`src/rtl/cpu_pkg.sv`:
```
// Shared CPU definitions: register-address width, datapath width, the
// writeback request record and small helpers on register indices.
package cpu_pkg;

  localparam int REG_ADDR_W = 5;
  localparam int XLEN       = 32;
  localparam int NUM_REGS   = 32;

  // Writeback request as produced by the writeback stage.
  typedef struct packed {
    logic                  valid;
    logic [REG_ADDR_W-1:0] rd;
    logic [XLEN-1:0]       data;
  } wb_req_t;

  // True when a write to rd actually changes architectural state (x0 is hardwired).
  function automatic logic rd_writes(input logic [REG_ADDR_W-1:0] rd);
    return (rd != {REG_ADDR_W{1'b0}});
  endfunction

  // One-hot mask for a register index, empty for x0 so its bit never changes.
  function automatic logic [NUM_REGS-1:0] reg_mask(input logic [REG_ADDR_W-1:0] rd);
    logic [NUM_REGS-1:0] mask;
    mask = {NUM_REGS{1'b0}};
    if (rd_writes(rd)) begin
      mask[rd] = 1'b1;
    end else begin
      mask = {NUM_REGS{1'b0}};
    end
    return mask;
  endfunction

endpackage

```
`src/rtl/wb_result_fifo.sv`:
```
// Circular-buffer FIFO holding long-latency results waiting for the
// register-file write port. Wrapping pointers plus an occupancy count.
module wb_result_fifo #(
  parameter int DEPTH = 2,
  parameter int WIDTH = 37
) (
  input  logic                       clk,
  input  logic                       rst_n,
  input  logic                       wr_en,
  input  logic [WIDTH-1:0]           wr_data,
  input  logic                       rd_en,
  output logic [WIDTH-1:0]           rd_data,
  output logic                       full,
  output logic                       empty,
  output logic [$clog2(DEPTH):0]     count
);

  localparam int PTR_W = $clog2(DEPTH);
  localparam int CNT_W = PTR_W + 1;

  logic [WIDTH-1:0] mem_r [DEPTH];
  logic [PTR_W-1:0] wr_ptr_r;
  logic [PTR_W-1:0] rd_ptr_r;
  logic [CNT_W-1:0] count_r;
  logic             do_wr_s;
  logic             do_rd_s;

  assign full    = (count_r == CNT_W'(DEPTH));
  assign empty   = (count_r == {CNT_W{1'b0}});
  assign count   = count_r;
  assign rd_data = mem_r[rd_ptr_r];

  // Qualify requests: a write into a full buffer is only legal alongside a read.
  always_comb begin
    do_rd_s = rd_en && !empty;
    do_wr_s = wr_en && (!full || do_rd_s);
  end

  // Storage array; cleared on reset so stale results never reappear.
  always_ff @(posedge clk or negedge rst_n) begin
    if (!rst_n) begin
      for (int i = 0; i < DEPTH; i++) begin
        mem_r[i] <= {WIDTH{1'b0}};
      end
    end else if (do_wr_s) begin
      mem_r[wr_ptr_r] <= wr_data;
    end
  end

  // Pointers and occupancy; pointers wrap naturally since DEPTH is a power of two.
  always_ff @(posedge clk or negedge rst_n) begin
    if (!rst_n) begin
      wr_ptr_r <= {PTR_W{1'b0}};
      rd_ptr_r <= {PTR_W{1'b0}};
      count_r  <= {CNT_W{1'b0}};
    end else begin
      if (do_wr_s) begin
        wr_ptr_r <= wr_ptr_r + PTR_W'(1);
      end
      if (do_rd_s) begin
        rd_ptr_r <= rd_ptr_r + PTR_W'(1);
      end
      case ({do_wr_s, do_rd_s})
        2'b10:   count_r <= count_r + CNT_W'(1);
        2'b01:   count_r <= count_r - CNT_W'(1);
        default: count_r <= count_r;
      endcase
    end
  end

endmodule

```
`src/rtl/wb_port_arbiter.sv`:
```
// Owner of the single register-file write port. The in-order pipeline
// result always wins; long-latency results queue in a small FIFO, retire in
// arrival order, and are tracked by a per-register busy scoreboard that feeds
// the decode-stage hazard checks. A head that keeps losing raises stall_req.
module wb_port_arbiter
  import cpu_pkg::*;
#(
  parameter int XLEN         = 32,
  parameter int DEPTH        = 2,
  parameter int STARVE_LIMIT = 4
) (
  input  logic                  clk,
  input  logic                  rst_n,
  input  logic                  p_valid,
  input  logic [REG_ADDR_W-1:0] p_rd,
  input  logic [XLEN-1:0]       p_data,
  input  logic                  m_issue,
  input  logic [REG_ADDR_W-1:0] m_issue_rd,
  input  logic                  m_valid,
  input  logic [REG_ADDR_W-1:0] m_rd,
  input  logic [XLEN-1:0]       m_data,
  output logic                  m_ready,
  input  logic [REG_ADDR_W-1:0] q_rs1,
  input  logic [REG_ADDR_W-1:0] q_rs2,
  input  logic [REG_ADDR_W-1:0] q_rd,
  output logic                  rs1_busy,
  output logic                  rs2_busy,
  output logic                  rd_busy,
  output logic                  stall_req,
  output logic                  rf_we,
  output logic [REG_ADDR_W-1:0] rf_waddr,
  output logic [XLEN-1:0]       rf_wdata
);

  localparam int PAYLOAD_W = REG_ADDR_W + XLEN;
  localparam int FCNT_W    = $clog2(DEPTH) + 1;
  localparam int STARVE_W  = $clog2(STARVE_LIMIT + 1);

  // FIFO interface
  logic                  fifo_full_s;
  logic                  fifo_empty_s;
  logic [FCNT_W-1:0]     fifo_count_s;
  logic [PAYLOAD_W-1:0]  fifo_head_s;
  logic [REG_ADDR_W-1:0] head_rd_s;
  logic [XLEN-1:0]       head_data_s;
  logic                  head_valid_s;
  logic                  enq_s;
  logic                  deq_s;
  logic                  m_xfer_s;

  // Port winner for this cycle
  logic                  win_valid_s;
  logic                  win_is_m_s;
  logic [REG_ADDR_W-1:0] win_rd_s;
  logic [XLEN-1:0]       win_data_s;

  // Scoreboard and starvation state
  logic [NUM_REGS-1:0]   sb_r;
  logic [NUM_REGS-1:0]   sb_next_s;
  logic [STARVE_W-1:0]   starve_cnt_r;
  logic [STARVE_W-1:0]   starve_cnt_next_s;
  logic                  stall_req_r;

  // Registered write-port outputs
  logic                  rf_we_r;
  logic [REG_ADDR_W-1:0] rf_waddr_r;
  logic [XLEN-1:0]       rf_wdata_r;

  wb_result_fifo #(
    .DEPTH (DEPTH),
    .WIDTH (PAYLOAD_W)
  ) u_fifo (
    .clk     (clk),
    .rst_n   (rst_n),
    .wr_en   (enq_s),
    .wr_data ({m_rd, m_data}),
    .rd_en   (deq_s),
    .rd_data (fifo_head_s),
    .full    (fifo_full_s),
    .empty   (fifo_empty_s),
    .count   (fifo_count_s)
  );

  // Acceptance depends only on registered occupancy, never on m_valid.
  assign m_ready      = !fifo_full_s;
  assign m_xfer_s     = m_valid && m_ready;
  assign head_valid_s = (fifo_count_s != {FCNT_W{1'b0}});
  assign head_rd_s    = fifo_head_s[PAYLOAD_W-1:XLEN];
  assign head_data_s  = fifo_head_s[XLEN-1:0];

  // Fixed-priority arbitration: pipeline, then FIFO head, then bypassed M result.
  always_comb begin
    win_valid_s = 1'b0;
    win_is_m_s  = 1'b0;
    win_rd_s    = {REG_ADDR_W{1'b0}};
    win_data_s  = {XLEN{1'b0}};
    enq_s       = 1'b0;
    deq_s       = 1'b0;
    if (p_valid) begin
      win_valid_s = 1'b1;
      win_rd_s    = p_rd;
      win_data_s  = p_data;
      enq_s       = m_xfer_s;
    end else if (head_valid_s) begin
      win_valid_s = 1'b1;
      win_is_m_s  = 1'b1;
      win_rd_s    = head_rd_s;
      win_data_s  = head_data_s;
      deq_s       = 1'b1;
      enq_s       = m_xfer_s;
    end else if (m_xfer_s) begin
      // Empty FIFO: the offered result goes straight to the port, nothing queued.
      win_valid_s = 1'b1;
      win_is_m_s  = 1'b1;
      win_rd_s    = m_rd;
      win_data_s  = m_data;
    end else begin
      win_valid_s = 1'b0;
    end
  end

  // Scoreboard update: retiring M results clear, new issues set; set wins on a tie.
  always_comb begin
    sb_next_s = sb_r;
    if (win_is_m_s) begin
      sb_next_s = sb_next_s & ~reg_mask(win_rd_s);
    end else begin
      sb_next_s = sb_next_s;
    end
    if (m_issue) begin
      sb_next_s = sb_next_s | reg_mask(m_issue_rd);
    end else begin
      sb_next_s = sb_next_s;
    end
  end

  // Starvation count: grows while a queued head loses, saturates at the limit.
  always_comb begin
    starve_cnt_next_s = starve_cnt_r;
    if (fifo_empty_s || deq_s) begin
      starve_cnt_next_s = {STARVE_W{1'b0}};
    end else if (starve_cnt_r != STARVE_W'(STARVE_LIMIT)) begin
      starve_cnt_next_s = starve_cnt_r + STARVE_W'(1);
    end else begin
      starve_cnt_next_s = starve_cnt_r;
    end
  end

  // Scoreboard register.
  always_ff @(posedge clk or negedge rst_n) begin
    if (!rst_n) begin
      sb_r <= {NUM_REGS{1'b0}};
    end else begin
      sb_r <= sb_next_s;
    end
  end

  // Starvation counter and the stall request it drives.
  always_ff @(posedge clk or negedge rst_n) begin
    if (!rst_n) begin
      starve_cnt_r <= {STARVE_W{1'b0}};
      stall_req_r  <= 1'b0;
    end else begin
      starve_cnt_r <= starve_cnt_next_s;
      stall_req_r  <= (starve_cnt_next_s == STARVE_W'(STARVE_LIMIT));
    end
  end

  // Registered grant: the winner reaches the register file one cycle later; x0 is dropped.
  always_ff @(posedge clk or negedge rst_n) begin
    if (!rst_n) begin
      rf_we_r    <= 1'b0;
      rf_waddr_r <= {REG_ADDR_W{1'b0}};
      rf_wdata_r <= {XLEN{1'b0}};
    end else begin
      rf_we_r    <= win_valid_s && rd_writes(win_rd_s);
      rf_waddr_r <= win_rd_s;
      rf_wdata_r <= win_data_s;
    end
  end

  assign rf_we     = rf_we_r;
  assign rf_waddr  = rf_waddr_r;
  assign rf_wdata  = rf_wdata_r;
  assign stall_req = stall_req_r;

  // Hazard lookups read the registered scoreboard only; x0 never reports busy.
  assign rs1_busy = rd_writes(q_rs1) && sb_r[q_rs1];
  assign rs2_busy = rd_writes(q_rs2) && sb_r[q_rs2];
  assign rd_busy  = rd_writes(q_rd)  && sb_r[q_rd];

endmodule

```
`config.mk`:
```
export PLATFORM = sky130hd
export DESIGN_NAME = wb_port_arbiter
export DESIGN_NICKNAME = d
export VERILOG_FILES = /design/src/rtl/cpu_pkg.sv /design/src/rtl/wb_result_fifo.sv /design/src/rtl/wb_port_arbiter.sv
export SDC_FILE = /design/constraint.sdc
export NUM_CORES = 1
export LEC_CHECK = 0
export CORE_MARGIN = 1
export CORE_UTILIZATION = 50
export DETAILED_ROUTE_END_ITERATION = 8
export PLACE_DENSITY_LB_ADDON = 0.08
export RECOVER_POWER = 50
export SLEW_MARGIN = 20
export SYNTH_ARGS = -nofsm -noshare
export SYNTH_HDL_FRONTEND = slang
export SYNTH_SLANG_ARGS = --single-unit
```
`constraint.sdc`:
```
create_clock -name clk -period 2.85 [get_ports clk]
set_input_delay 0.57 -clock clk [delete_from_list [all_inputs] [get_ports clk]]
set_output_delay 0.57 -clock clk [all_outputs]
set_load 0.03 [all_outputs]
```
After elaboration in Yosys (flattened, before gate mapping)
Index checks and enable logic that the tools add are counted.
W data, S select, Z words.

storage, ports and cells
  output and inout port bits = 43
  input bits = 99
  latch bits = 0
  RAM bits = 0
  memory bits (read-only) = 0
  logic and storage cells = 97
  flip-flop bits (word level) = 152
  memories = 0

operators by class
  reduce and logical (&&, ||, !) cells = 22
  $add $sub $neg = 5
  equal/unequal tests = 5
  $lt $le $gt $ge = 10
  mux-type cells = 39
  div/mod/pow operators = 0
  shift-type cells = 0
  multiply operators = 0
  bitwise operators = 5

operators with widths
  kind                   number
  $mux W32               9
  $mux W37               4
  $bwmux W74             1
  $demux W37 S1          1
  $and A32 B32 Y32       1
  $not A32 Y32           1
  $or A32 B32 Y32        1
  $lt A5 B6 Y1 const B   5
  $reduce_bool A5 Y1     5
  $bmux W1 S5            3
  $mux W5                3
  $mux W1                13
  $demux W1 S5           2
  $ge A5 B1 Y1 const B   2
  $logic_and A1 B1 Y1    10
  $mux W3                2
  $eq A2 B2 Y1 const B   2
  $ge A2 B2 Y1 const B   2
  $not A1 Y2             2
  $pmux W2 S2            1
  $reduce_bool A2 Y1     2
  $add A3 B1 Y3 const B  1
  $eq A3 B3 Y1 const B   1
  $ne A3 B3 Y1 const B   1
  other kinds (8)        11

Logic depth before layout (Yosys ltp)
  word-level depth = 17
  mapped depth = 9
  gate-level depth less buffers = 6

Hierarchy
A second synthesis with hierarchy kept.

unflattened totals
  cells, all modules = 641
  area total of the unflattened synthesis = 7800.0 um^2

by module, submodules not included
  module           area each (um^2)  seq. area each (um^2)  cells each  times used
  wb_port_arbiter  4242.8            1826.8                 426         1
  wb_result_fifo   3557.2            1951.9                 215         1

Least setup slack after synthesis
No wires, ideal clock.

  path type = input to output
  start = input q_rd[0]
  end = output rd_busy
  path slack = 164 ps
  data required time = 2280 ps
  cell stages on the path = 4
  data arrival time = 2116 ps
  path buffers = 1
  cell sequence = buf_2 -> mux4_2 -> mux4_2 -> mux2_2

between the ends
  longest elaborated chain between the ends = 3
  elaborated cells between the ends (all ways) = 4
  classes of those cells = 2 x mux; 2 x reduce/logical

ends and longest elaborated chain
  element                        line                    source
  start: declaration             wb_port_arbiter.sv:25   input logic [REG_ADDR_W-1:0] q_rd,
  $bmux W1 S5                    wb_port_arbiter.sv:190  assign rd_busy = rd_writes(q_rd) && sb_r[q_rd];
  $mux W1 (implied by the code)  wb_port_arbiter.sv:190
  $logic_and A1 B1 Y1 (*)        wb_port_arbiter.sv:190
  end: declaration               wb_port_arbiter.sv:28   output logic rd_busy,

Mark *: on every way between the ends. The rest lies on a longest branch, timed or not. The select of a mux whose other input is x is not followed.

Worst setup path in the final report
  start = register sb_r[31]
  end = output rs1_busy

between the ends
  longest elaborated chain between the ends = 3

ends and longest elaborated chain
  element                        line                    source
  start: declaration             wb_port_arbiter.sv:58   logic [NUM_REGS-1:0] sb_r;
  start signal: assignment       wb_port_arbiter.sv:152  sb_r <= {NUM_REGS{1'b0}};
  start signal: assignment       wb_port_arbiter.sv:154  sb_r <= sb_next_s;
  $bmux W1 S5                    wb_port_arbiter.sv:188  assign rs1_busy = rd_writes(q_rs1) && sb_r[q_rs1];
  $mux W1 (implied by the code)  wb_port_arbiter.sv:188
  $logic_and A1 B1 Y1            wb_port_arbiter.sv:188
  end: declaration               wb_port_arbiter.sv:26   output logic rs1_busy,

No other way between the ends. The select of a mux whose other input is x is not followed.

==> impl_results.md <==
- Status: complete, but fails checks
- Failing checks: max-capacitance violations, max-slew violations
- Antenna Nets Post-Route: 0
- Placed inst area: 0.00935 mm²
- H-tree lvl count: 4
- Synth Register Bits: ~150
- Vias in the first global route: ~5,900
- Critical Path AT: between 2 and 2.5 ns
- Cell family with most CP delay: multiplexers
- CTS tree: done
- Tot Pwr: 10,800 µW
- CP peak stage delay: 0.48 ns
- Slew margin rel.: -6.34%
- Post-CTS setup buffer count: 0
- Area of the core: 0.0148 mm²
- Max rail drop VDD: between 0.6 and 0.7 mV
- CP max stage cell: mux4_2
- CP required: 2.28 ns
- HPWL Detailed: roughly 13 mm
- Bufs and invs on worst path: 1
- Clock Latency Late Sink: ~0.42 ns
- Clk_skew: about 0.0086 ns
- Gr usage total: 24.5%
- CTS sink cnt: about 150
- Fraction of registers with async set/reset: 100%
- Max-slew violations: 61
- CTS Hold Bufs: 0
- Detailed Route Iter0 Violations: ~380
- Largest net degree at the start of global routing: between 60 and 70
- Initial antenna violation count: 0
- Synth top area cells: dfrtp_1 (49%), mux2_2 (12%), mux4_2 (7.9%), mux2i_1 (5.2%), a311oi_1 (3.6%)
- Max Clock Freq: about 360 MHz
- Post-route design area: ~0.010 mm²
- # diodes: 0
- FF+latch area: 0.00378 mm²
- Hold crit path type: flip-flop to flip-flop
- Grt ovf: 0
- Synth cell types: 50
- Critical-path maximum fanout: 4
- Pwr dens: ~1100 mW/mm²
- Die Y: around 130 µm
- Syn_area_per_cell: 11.8 µm²
- Vias per Instance: between 5 and 6
- EDFF count, synth: 0
- Area growth syn-to-layout: 30.6%
- Clk buf depth: 2
- Layout Nets: approximately 900
- Final period util: slightly below 100%
- CP endpoint kind: primary output
- Critical Path, Cell by Cell: mux4_2 -> mux4_2 -> mux2_4 -> buf_6
- Drt first pass iters: 5
- Number of I/O pins: 142
- Most used DFF post-synth: dfrtp_1
- Via count: 5,783
- Top-area cell type share of the netlist area: 49.1%
- Clock slew at reported path FFs: 0.06 ns
- Starting Density: a little over half
- Post-Syn Area: ~0.0077 mm²
- GP Congestion: approximately 0.90
- Synthesis Warnings: 0
- # setup viols final: 0
- CTS root buffer: clkbuf_16
- Final Hold Viols: 0
- CP dominant cell by count: mux4_2
- DR DRC count: 0
- Max-Cap Viols: 1
- WS Path Type: flip-flop to primary output
- Port Buffers: around 140
- Multi-input gate area: 0.00353 mm²
- Post-Syn Instances: roughly 650
- Total detailed-routing wirelength: around 19 mm
- # rows: 44
- Min cycle time layout: 2.81 ns
- Sequential fraction of the synthesis area: ~50%
- Syn Nets: between 700 and 800
- Die X-Extent: around 130 µm
- Share of layout cells above drive strength 1: 24.0%
- CTS Buf Count: 17
- Die area: ~0.016 mm²
- Fillers: approximately 1,100
- Pleak: between 0.004 and 0.005 µW
- Startpoint Class: flip-flop
- Yosys top cell by area: dfrtp_1
- Routed wire per std cell: 18.8 µm
- Worst slew pin tran: around 1.6 ns
- RSZ-0062 raised after global routing: true
- First-pass GRT wire length: around 30 mm
repair_timing:
action | in CTS | in global routing
resized for setup | 48 | 6
hold endpoints to repair | 0 | 0
cloned | 6 | 0
setup endpoints to repair | 3 | 3
cell usage in the layout, fill, tap and decap left out, drive strengths merged, types with 4 or more instances in the layout:
cell type / netlist / routed
o21ai: 14 / 14
inv: 38 / 38
dfrtp: 151 / 151
clkbuf: 19 / 23
a21oi: 41 / 41
nor2: 41 / 41
mux2i: 41 / 41
clkinv: 0 / 7
buf: 29 / 38
o41ai: 15 / 15
o31ai: 12 / 12
nor3b: 5 / 5
nand2b: 4 / 4
nor2b: 5 / 5
mux2: 80 / 80
bufinv: 0 / 4
or2: 4 / 4
a311oi: 32 / 32
clkdlybuf4s50: 0 / 129
nand2: 60 / 60
mux4: 27 / 27
path summary, 6_finish.rpt:
| kind | to | cells past startpoint | slack, ns | startpoint |
|---|---|---|---|---|
| max | rs1_busy | 4 | 0.04 | sb_r[31]$_DFF_PN0_ |
| min | u_fifo.wr_ptr_r$_DFFE_PN0P_ | 2 | 0.50 | u_fifo.wr_ptr_r$_DFFE_PN0P_ |
| max reg2reg | sb_r[4]$_DFF_PN0_ | 6 | 0.41 | u_fifo.count[0]$_DFFE_PN0P_ |
| min reg2reg | u_fifo.wr_ptr_r$_DFFE_PN0P_ | 2 | 0.50 | u_fifo.wr_ptr_r$_DFFE_PN0P_ |
| max in group asynchronous | sb_r[25]$_DFF_PN0_ | 2 | 0.93 | rst_n |
| min in group asynchronous | sb_r[5]$_DFF_PN0_ | 1 | 0.53 | rst_n |
metrics by stage:
stage / cells / util [%] / TNS [ns] / hold WS, ns / setup WS (ns)
global placement: 958 / 63.4 / -2.28 / 0.483 / -0.765
floorplan: 653 / - / 0 / 0.274 / 0.164
detailed placement: 958 / 63.4 / -2.35 / 0.492 / -0.795
finish: 994 / 68.1 / 0 / 0.496 / 0.0360
CTS: 996 / 68.6 / 0 / 0.131 / 0.00379
global route: 994 / 68.1 / -0.00308 / 0.510 / -0.00308
Yosys cell counts (2+ instances only):
cell type	number
dfrtp_1	151
mux2_2	79
nand2_1	60
a21oi_1	41
mux2i_1	40
nor2_1	40
inv_1	36
a311oi_1	32
mux4_2	27
clkbuf_1	19
o41ai_1	15
o21ai_0	13
buf_2	12
o31ai_1	12
buf_1	7
buf_4	7
nor2b_1	5
nor3b_1	5
nand2b_1	4
and3_1	3
buf_6	3
ha_1	3
nand3_1	3
nor3_1	3
a32o_1	2
nand3b_1	2
o21bai_1	2
or2_1	2
or2_2	2
xnor2_1	2
xor2_1	2
cells by family after synthesis:
logic type / after synthesis / share of synthesized area (%)
compound gates: 124 / 11.4
simple gates: 137 / 8.23
xor+xnor: 4 / 0.456
flops: 151 / 49.1
fa+ha+maj: 3 / 0.488
buf+inv: 86 / 5.06
mux: 148 / 25.2
power breakdown:
part	internal, µW	switching (µW)
combinational	2270	2200
clock	1530	862
sequential	3150	739
worst register-to-register path: stages, from the launching register on:
cell	delay (ns)
dfrtp_1	0.51
or2_0	0.39
a211oi_1	0.31
or2_1	0.42
inv_4	0.12
o41ai_1	0.48
nand2_1	0.09
sequential cells by signal, summed over array words and instances (netlist names):
name and flops:
rf_waddr 5, rf_wdata 32, rf_we 1, sb_r 31, stall_req 1, starve_cnt_r 3
u_fifo.count 2, u_fifo.mem_r 74, u_fifo.rd_ptr_r 1, u_fifo.wr_ptr_r 1
area by class of cell:
type	instances	area share [%]
Timing Repair Buffer	173	17.1
Clock inverter	12	1.73
Multi-Input combinational cell	416	35.1
Inverter	38	1.44
Tap cell	184	2.29
Clock buffer	20	4.65
Sequential cell	151	37.7
per-layer routing:
| layer | vias to the layer above | GRT usage, % | part of all wire, % |
|---|---|---|---|
| met5 | - | 0 | 0 |
| met4 | 0 | 8.65 | 1.6 |
| met3 | 31 | 6.20 | 6.9 |
| met2 | 246 | 40.0 | 49 |
| met1 | 2829 | 31.8 | 42 |
| li1 | 2677 | - | - |
No activity file was read; power rests on OpenSTA's default activity.
